==> src/rtl/cws_pkg.sv <==
// Shared types for the count-window scheduler: FSM state encoding and channel-index width helper.
package cws_pkg;

  typedef enum logic [1:0] {
    IDLE   = 2'd0,
    COUNT  = 2'd1,
    REPORT = 2'd2
  } state_t;

  function automatic int ch_idx_w(input int n);
    return (n > 1) ? $clog2(n) : 1;
  endfunction

endpackage

==> src/rtl/event_counter.sv <==
// Saturating event counter with synchronous clear and sticky overflow; 1-cycle update, no backpressure.
module event_counter #(
  parameter int WIDTH = 32
) (
  input  logic             clk,
  input  logic             rst_n,
  input  logic             clr,
  input  logic             en,
  output logic [WIDTH-1:0] count,
  output logic             overflow
);

  always_ff @(posedge clk or negedge rst_n) begin
    if (!rst_n) begin
      count    <= '0;
      overflow <= 1'b0;
    end else if (clr) begin
      count    <= '0;
      overflow <= 1'b0;
    end else if (en) begin
      // Hold at all-ones; any further event marks the window as saturated.
      if (&count) overflow <= 1'b1;
      else        count    <= count + WIDTH'(1);
    end
  end

endmodule

==> src/rtl/count_window_sched.sv <==
// Round-robin shares one event counter across channels; grant 1 cycle after req, result window_len+1 cycles
// after grant, held on res_* until res_ready.
module count_window_sched
  import cws_pkg::*;
#(
  parameter  int NUM_CH      = 4,
  parameter  int COUNT_WIDTH = 32,
  parameter  int WIN_WIDTH   = 16,
  localparam int CH_IDX_W    = ch_idx_w(NUM_CH)
) (
  input  logic                   clk,
  input  logic                   rst_n,
  input  logic [NUM_CH-1:0]      req,
  input  logic [NUM_CH-1:0]      events,
  input  logic [WIN_WIDTH-1:0]   window_len,
  output logic [NUM_CH-1:0]      grant,
  output logic                   busy,
  output logic                   res_valid,
  input  logic                   res_ready,
  output logic [CH_IDX_W-1:0]    res_ch,
  output logic [COUNT_WIDTH-1:0] res_count,
  output logic                   res_overflow
);

  state_t                state;
  logic [CH_IDX_W-1:0]   rr_ptr;
  logic [CH_IDX_W-1:0]   cur_ch;
  logic [CH_IDX_W-1:0]   nxt_ch;
  logic [CH_IDX_W-1:0]   pick_ch;
  logic                  pick_vld;
  logic [CH_IDX_W:0]     scan;
  logic [WIN_WIDTH-1:0]  win_cnt;
  logic                  ec_clr;
  logic                  ec_en;

  always_comb begin
    pick_vld = 1'b0;
    pick_ch  = '0;
    scan     = '0;
    for (int i = 0; i < NUM_CH; i++) begin
      scan = {1'b0, rr_ptr} + (CH_IDX_W+1)'(i);
      if (scan >= (CH_IDX_W+1)'(NUM_CH)) scan = scan - (CH_IDX_W+1)'(NUM_CH);
      if (!pick_vld && req[scan[CH_IDX_W-1:0]]) begin
        pick_vld = 1'b1;
        pick_ch  = scan[CH_IDX_W-1:0];
      end
    end
  end

  assign nxt_ch = (cur_ch == CH_IDX_W'(NUM_CH-1)) ? '0 : cur_ch + CH_IDX_W'(1);

  // The zero-count cycle at the end of COUNT is the hand-off to REPORT, not a sample.
  assign ec_clr = (state == IDLE) && pick_vld;
  assign ec_en  = (state == COUNT) && (win_cnt != '0) && events[cur_ch];

  event_counter #(.WIDTH(COUNT_WIDTH)) u_counter (
    .clk      (clk),
    .rst_n    (rst_n),
    .clr      (ec_clr),
    .en       (ec_en),
    .count    (res_count),
    .overflow (res_overflow)
  );

  always_ff @(posedge clk or negedge rst_n) begin
    if (!rst_n) begin
      state     <= IDLE;
      rr_ptr    <= '0;
      cur_ch    <= '0;
      grant     <= '0;
      win_cnt   <= '0;
      res_valid <= 1'b0;
    end else begin
      case (state)
        IDLE: begin
          if (pick_vld) begin
            cur_ch  <= pick_ch;
            grant   <= NUM_CH'(1) << pick_ch;
            win_cnt <= window_len;
            state   <= COUNT;
          end
        end
        COUNT: begin
          if (!req[cur_ch]) begin
            grant  <= '0;
            rr_ptr <= nxt_ch;
            state  <= IDLE;
          end else if (win_cnt == '0) begin
            res_valid <= 1'b1;
            state     <= REPORT;
          end else begin
            win_cnt <= win_cnt - WIN_WIDTH'(1);
          end
        end
        REPORT: begin
          if (res_ready) begin
            res_valid <= 1'b0;
            grant     <= '0;
            rr_ptr    <= nxt_ch;
            state     <= IDLE;
          end
        end
        default: state <= IDLE;
      endcase
    end
  end

  assign busy   = (state != IDLE);
  assign res_ch = cur_ch;

endmodule

==> config.mk <==
export PLATFORM = sky130hd
export DESIGN_NAME = count_window_sched
export DESIGN_NICKNAME = d
export VERILOG_FILES = /design/src/rtl/cws_pkg.sv /design/src/rtl/event_counter.sv /design/src/rtl/count_window_sched.sv
export SDC_FILE = /design/constraint.sdc
export NUM_CORES = 1
export LEC_CHECK = 0
export CORE_ASPECT_RATIO = 1.4
export CORE_UTILIZATION = 57
export CTS_CLUSTER_DIAMETER = 100
export DETAILED_ROUTE_END_ITERATION = 10
export GPL_ROUTABILITY_DRIVEN = 0
export HOLD_SLACK_MARGIN = 0.1
export PLACE_DENSITY = 0.85
export SYNTH_ARGS = -nofsm -noshare
export SYNTH_HDL_FRONTEND = slang
export SYNTH_SLANG_ARGS = --single-unit
==> constraint.sdc <==
create_clock -name clk -period 3.3 [get_ports clk]
set_input_delay 0.66 -clock clk [delete_from_list [all_inputs] [get_ports clk]]
set_output_delay 0.66 -clock clk [all_outputs]
set_load 0.005 [all_outputs]
* Word level (Yosys, flattened, before mapping)
Cells that the tools add are included.
** Word-level totals
- Input port bits :: 27
- Latch bits :: 0
- Memory bits (read-only) :: 0
- RAM bits :: 0
- Flip-flop bits (word level) :: 60
- Output and inout bits :: 41
- Memories kept :: 0
** Operators by class
- Bitwise logic cells :: 0
- Multiplexer cells :: 51
- Divide/modulo/power cells :: 0
- $lt $le $gt $ge :: 9
- Shift operators :: 1
- Reductions and logical operators :: 27
- Add/subtract/negate cells :: 10
- Eq/ne operators :: 11
- Multipliers :: 0
** Operators by type and width (count)
- 32-bit two-way mux :: 3
- 16-bit two-way mux :: 3
- 32-bit by 1-bit adder with 32-bit output (second input constant) :: 1
- 16-bit case mux with 2 select lines :: 1
- 32-bit AND reduction :: 1
- 2-bit two-way mux :: 15
- 16-bit logical NOT :: 1
- 1-bit two-way mux :: 16
- 16-bit nonzero test :: 1
- 16-bit by 1-bit subtractor with 16-bit output (second input constant) :: 1
- 2-bit by 3-bit less-than comparator with 1-bit output (second input constant) :: 5
- 1-bit binary-select mux with 2-bit select :: 6
- 4-bit two-way mux :: 3
- 4-bit case mux with 3 select lines :: 1
- 4-bit AND reduction :: 3
- 2-bit != test (second input constant) :: 5
- 2-bit nonzero test :: 5
- 3-bit >= comparator (second input constant) :: 3
- 2-bit by 1-bit subtractor with 2-bit output (second input constant) :: 4
- 2-bit by 2-bit adder with 3-bit output (second input constant) :: 2
- 1-bit logical AND :: 6
- 2-bit case mux with 3 select lines :: 1
- 2-bit AND reduction :: 3
- 3-bit AND reduction :: 2
- 13 further kinds :: 17

* Longest topological paths before layout
- Depth after elaboration :: 17
- Mapped depth :: 9
- Mapped depth without buffers :: 7

* By module
A second synthesis with hierarchy kept.
** Unflattened totals
- Cell total of the unflattened synthesis :: 410
- Area total of the unflattened synthesis :: 3681.0 um^2
** Modules (own cells, without submodules)
- event_counter :: times used 1, cells an instance 204, area each 1854.3 um^2
- count_window_sched :: times used 1, cells an instance 206, area each 1826.8 um^2

* Worst setup path before layout
OpenSTA, ideal clock, no wires.
- Kind :: input-to-reg
- Start point :: input req[0]
- End point :: register win_cnt[9]
- Required time :: 3.174 ns
- Slack :: 0.955 ns
- Buffers on the path :: 2
- Cell stages on the path :: 5
- Data arrival time :: 2.219 ns
- Cells stage by stage :: clkbuf_1 o41ai_2 nor2_1 clkbuf_1 a221o_1
** Between the ends
- Cells in the longest elaborated chain, start to end :: 14
- Elaborated cells on any way between the ends :: 23
** Ends and longest elaborated chain
- from (decl) :: line count_window_sched.sv:13 : input logic [NUM_CH-1:0] req,
- 1-bit binary-select mux with 2-bit select :: line count_window_sched.sv:43 : if (!pick_vld && req[scan[CH_IDX_W-1:0]]) begin
- 1-bit two-way mux (not written as such) :: line count_window_sched.sv:43
- 1-bit two-way mux :: line count_window_sched.sv:43
- 1-bit logical NOT :: line count_window_sched.sv:43
- 1-bit logical AND :: line count_window_sched.sv:43
- 1-bit two-way mux :: line count_window_sched.sv:43
- 1-bit logical NOT :: line count_window_sched.sv:43
- 1-bit logical AND :: line count_window_sched.sv:43
- 1-bit two-way mux :: line count_window_sched.sv:43
- 1-bit logical NOT :: line count_window_sched.sv:43
- 1-bit logical AND :: line count_window_sched.sv:43
- 1-bit two-way mux :: line count_window_sched.sv:43
- 2-bit != test (no line)
- 4-bit AND reduction (no line) *
- to (signal assigned) :: line count_window_sched.sv:79 : win_cnt <= window_len;
- to (signal assigned) :: line count_window_sched.sv:92 : win_cnt <= win_cnt - WIN_WIDTH'(1);
- to (decl) :: line count_window_sched.sv:32 : logic [WIN_WIDTH-1:0] win_cnt;
Mark *: on every way between the ends. The rest lies on a longest branch, timed or not. The select of a mux whose other input is x is not followed.
A chain may end at the register's enable or synchronous reset.

* Worst setup path after layout
- Start point :: input req[1]
- End point :: register win_cnt[11]
Same word-level chain as after synthesis.

==> qor.txt <==
Vias/cell = 6.77
Synth Warn # = 0
Root Buffer = clkbuf_8
CTS Buf Count = 9
Synth Flop Type = dfrtp_1
Post-DP Area = 4530 µm²
die area = 7060 µm²
Async S/R FF share, synth = 1.00
cells after synthesis = 419
clock skew = 9.35 ps
share of cells above drive strength 1 = 0.0926
DRT Wirelength = 9930 µm
maximum vdd ir drop = 0.000333 V
largest net degree at the start of global routing = 51
commonest cells in the netlist = 60 x dfrtp_1, 47 x nand2_1, 31 x a21oi_1, 22 x nor2_1, 20 x nand3_1
initial drt markers = 350
final setup TNS = 0 ps
leakage power = 1.84 nW
CTS clk-pin slew, worst paths = 70 ps
Starting Density = 0.588
Synth Register Bits = 60
initial antenna violation count = 0
clk_lat worst skew = 340 ps
minimum clock period = 2640 ps
Slew Viols, Final = 0
Worst Hold Path Cells = 2
sequential area share after synthesis = 0.392
Ant. Diodes = 0
post-route clock period utilization = 0.799
fin area = 4700 µm²
final core utilization = 0.721
Arr. time, crit path = 2880 ps
first-pass GRT wire length = 16300 µm
number of port buffers = 67
Cell Area, Synth = 3830 µm²
nature of the critical path endpoint = flip-flop
post-synth top area share = 0.392
worst-margin pin slew = 1130 ps
Yosys cell types = 72
# resized after CTS = 0
hold_ws = 493 ps
Area Growth Syn to Fin = 22.7%
Min-Delay Path Class = flip-flop to flip-flop
Peak Freq = 379 MHz
Rows = 35
Final setup viols = 0
CP Launch Type = primary input
vias in the first global route = 3492
Core ar. = 6530 µm²
Placement Setup Slack = 412 ps
fin nets = 515
Setup Fix Bufs, Post-CTS = 0
grt total ovfl = 0
WP data required = 3550 ps
dominant cell type by area after synthesis = dfrtp_1
max_cap viols = 0
DP HPWL = 6810 µm
PD cells = 657 nW/µm²
routed len/inst = 17.7 µm
PnR Total Power = 3.09 mW
post-route ant nets = 0
Hold Buf Count CTS = 0
vias after detailed routing = 3791
total track usage = 0.292
violated checks = design-rule violations
final setup margin = 662 ps
CTS tree = yes
final std cells w/o fill = 560
dpl cells = 544
DRC Markers = 4
CTS max path bufs = 2
CP Max Fanout = 10
Syn Area/Cell = 9.15 µm²
top-count cell post-synth = dfrtp_1
final hold viol count = 0
Die H = 99.0 µm
number of synthesized flops with an enable pin = 0
H-Tree Depth = 3
synth top area cells = dfrtp_1 39%, nand2_1 4.6%, a21oi_1 4.0%, or4_1 3.5%, o31ai_1 2.9%
Setup CP Type = primary input to flip-flop
router iterations before antenna repair = 8
Die Width = 71.3 µm
num ports = 68
max_slew headroom = 0.247
Syn Nets = 453
unrepaired setup endpoints after global routing = false
Fill cells = 486
cells on worst reg2reg path = 6
outcome = finished with violations
Clock Sinks = 60
-- worst paths after layout --
kind	startpoint	to	slack, ps
worst max-delay path	req[1]	win_cnt[11]$_DFFE_PN0P_	660
worst min-delay path	grant[1]$_DFFE_PN0P_	grant[1]$_DFFE_PN0P_	490
worst max register to register	state[1]$_DFFE_PN0P_	u_counter.count[30]$_DFFE_PN0P_	710
worst min register to register	grant[1]$_DFFE_PN0P_	grant[1]$_DFFE_PN0P_	490
max in group asynchronous	rst_n	u_counter.count[6]$_DFFE_PN0P_	2020
min in group asynchronous	rst_n	win_cnt[4]$_DFFE_PN0P_	540
-- kinds of logic after synthesis --
kind of cell	synth area share
AO/OA/AOI/OAI	0.236
adder cells (fa/ha/maj)	0.0228
buffers and inverters	0.0463
flip-flops	0.392
XOR/XNOR	0.00229
multiplexers	0.0326
AND/OR/NAND/NOR	0.269
-- cell usage in the layout (no fill, tap or decap), types with 6 or more instances in the layout --
cell type,count
clkdlybuf4s50_1,66
dfrtp_1,60
nand2_1,47
a21oi_1,31
nor2_1,22
nand3_1,20
or4_1,18
o31ai_1,15
nand2b_1,13
nand4_1,12
inv_1,11
o21ai_1,11
clkbuf_8,10
or3_1,8
buf_4,8
nor3_1,7
o41ai_1,7
ha_1,7
a211oi_1,6
o211ai_1,6
o311ai_1,6
-- critical path: stages --
cell and delay, ps:
clkdlybuf4s50_1 640, mux4_2 360, nand2_2 180, a2111oi_0 680
nor3_1 130, a211oi_1 240
-- routing by layer --
metal,vias to the layer above,GRT usage,part of all wire
met1,1841,0.367,0.42
met5,-,0,0
met2,152,0.474,0.50
li1,1767,-,-
met3,31,0.0624,0.057
met4,0,0.146,0.030
-- sequential cells by signal, indices dropped and copies added, names as in the netlist --
| name | cells |
|---|---|
| rr_ptr | 2 |
| res_ch | 2 |
| win_cnt | 16 |
| state | 2 |
| grant | 4 |
| u_counter.overflow | 1 |
| u_counter.count | 32 |
| res_valid | 1 |
-- power by group --
| group | total (mW) | internal (mW) | switching [mW] |
|---|---|---|---|
| registers | 1.12 | 0.903 | 0.218 |
| logic | 1.39 | 0.578 | 0.810 |
| clock network | 0.579 | 0.287 | 0.292 |
-- area by class of cell --
type | count | area, µm² | share of cell area
Multi-Input combinational cell | 324 | 2170 | 0.462
Clock inverter | 5 | 27.5 | 0.00585
Sequential cell | 60 | 1500 | 0.319
Tap cell | 74 | 92.6 | 0.0197
Inverter | 11 | 41.3 | 0.00878
Clock buffer | 11 | 141 | 0.0301
Timing Repair Buffer | 75 | 726 | 0.154
Note: power is estimated with default switching activity, not from simulation.
==> RTL edit (same settings) <==
Re-encode `state_t` (3 states) as one-hot, 3 bits wide.
--- a/src/rtl/cws_pkg.sv
+++ b/src/rtl/cws_pkg.sv
@@ -1,10 +1,10 @@
 // Shared types for the count-window scheduler: FSM state encoding and channel-index width helper.
 package cws_pkg;
 
-  typedef enum logic [1:0] {
-    IDLE   = 2'd0,
-    COUNT  = 2'd1,
-    REPORT = 2'd2
+  typedef enum logic [2:0] {
+    IDLE   = 3'b001,
+    COUNT  = 3'b010,
+    REPORT = 3'b100
   } state_t;
 
   function automatic int ch_idx_w(input int n);
Behaviour: no difference found for any inputs over 4 cycles, from zero or initial values and one cycle with rst_n low; so few cycles prove little.
==> RTL edit against the original RTL <==
The flow still finishes with violations (design-rule violations); clock skew is 1.6 ps higher; sequential cell count is 1 higher; wire length grew 5.9%; largest power group unchanged; worst setup slack lost 440 ps; critical endpoint is now u_counter.count[1]; final area increased by 0.37%; total power grew 2.1%; area after synthesis is 2.1% lower; core utilization up 2.9 points; critical path depth increased by 1.
==> RTL edit: results (changes against the original RTL) <==
DR iter-0 viols = 355 (+1.4%)
Fill cells = 456 (-6.2%)
Logic pwr share = 0.370 (-0.079)
post-synthesis sequential area ratio = 0.4071 (+0.01549)
CLK BUF = 13 (+2)
setup bufs post-CTS = 0 (unchanged)
NumNets Final = 515 (unchanged)
Worst EP arrival = 3350 ps (+470 ps)
Synth Instances = 422 (+0.72%)
Post-Synth Adder-Cell Area = 0.01000 (-0.01284)
NonClk Buf Share = 0.1601 (+0.005790)
P_sw = 1.172 mW (-11%)
mux contribution to synthesized area = 0.03134 (-0.001293)
Comb group = 1.17 mW (-16%)
failing checks = design-rule violations
Inverters = 10 (-1)
largest net degree at the start of global routing = 26 (-49%)
Seq cells post-synth = 61 (+1.7%)
Clock Latency Late Sink = 360 ps (+20 ps)
Sequential Power Share = 0.355 (-0.008)
Detail Placement HPWL = 7.217 mm (+5.9%)
register share of the cell area = 0.3237 (+0.004383)
ANT cells = 0 (unchanged)
Total GRT Usage = 0.3214 (+0.02911)
clk tree area frac = 0.05488 (+0.01895)
clock buffer depth = 2 (unchanged)
Synth Area in Compound Gates = 0.2521 (+0.01644)
Hold Path Class = input port to async pin
distinct cell type count after synthesis = 60 (-17%)
vias in the first global route = 3712 (+6.3%)
global-route wire length before repair = 17.53 mm (+7.4%)
mapped cell area = 0.003752 mm2 (-2.1%)
XOR/XNOR Fraction of Synth Area = 0 (-0.002285)
maximum vdd drop = 0.4848 mV (+46%)
vias = 3874 (+2.2%)
layout cells sized above 1 = 0.08980 (-0.002797)
pre-CTS setup slack = 256.0 ps (-156.3 ps)
worst slew pin tran = 1310 ps (+180.4 ps)
fraction of area in multi-input gates = 0.4343 (-0.02769)
worst-path fanout max = 21 (+11)
status = finished, violations left
DRT Wirelength = 10.52 mm (+5.9%)
Synth Net Count = 452 (-0.22%)
DP Area = 0.004461 mm2 (-1.6%)
slowest CP cell = o21ai_1
H-tree levels = 3 (unchanged)
detailed-route DRC error count = 8 (+4)
CTS resizes = 0 (unchanged)
Worst Skew = 10.91 ps (+1.561 ps)
Worst path max stage delay = 1010 ps (+330 ps)
DP Cell Count = 546 (+0.37%)
DR WL/cell = 18.72 um (+5.6%)
synth cell count leaders = dfrtp_1 (60), a21oi_1 (42), nor2_1 (35)
Leak = 1.793 nW (-2.4%)
[RTL edit: path summary, 6_finish.rpt]
| path | startpoint | end | slack (ps) | cells after the start |
|---|---|---|---|---|
| worst max register to register | win_cnt[0] | u_counter.count[1] | 230 | 7 |
| worst min register to register | u_counter.overflow | u_counter.overflow | 500 | 2 |
| worst max-delay path | win_cnt[0] | u_counter.count[1] | 230 | 7 |
| max in group asynchronous | rst_n | u_counter.count[2] | 2380 | 2 |
| worst min-delay path | rst_n | u_counter.count[15] | 220 | 1 |
| min in group clk | u_counter.overflow | u_counter.overflow | 500 | 2 |
[RTL edit: per-layer routing]
| metal | routed length (um) | share of wire | vias to the layer above | GRT usage |
|---|---|---|---|---|
| li1 | - | - | 1768 | - |
| met1 | 4006 | 0.38 | 1894 | 0.3738 |
| met2 | 5544 | 0.53 | 179 | 0.5698 |
| met5 | 0 | 0 | - | 0 |
| met3 | 621 | 0.059 | 33 | 0.05779 |
| met4 | 349 | 0.033 | 0 | 0.1508 |
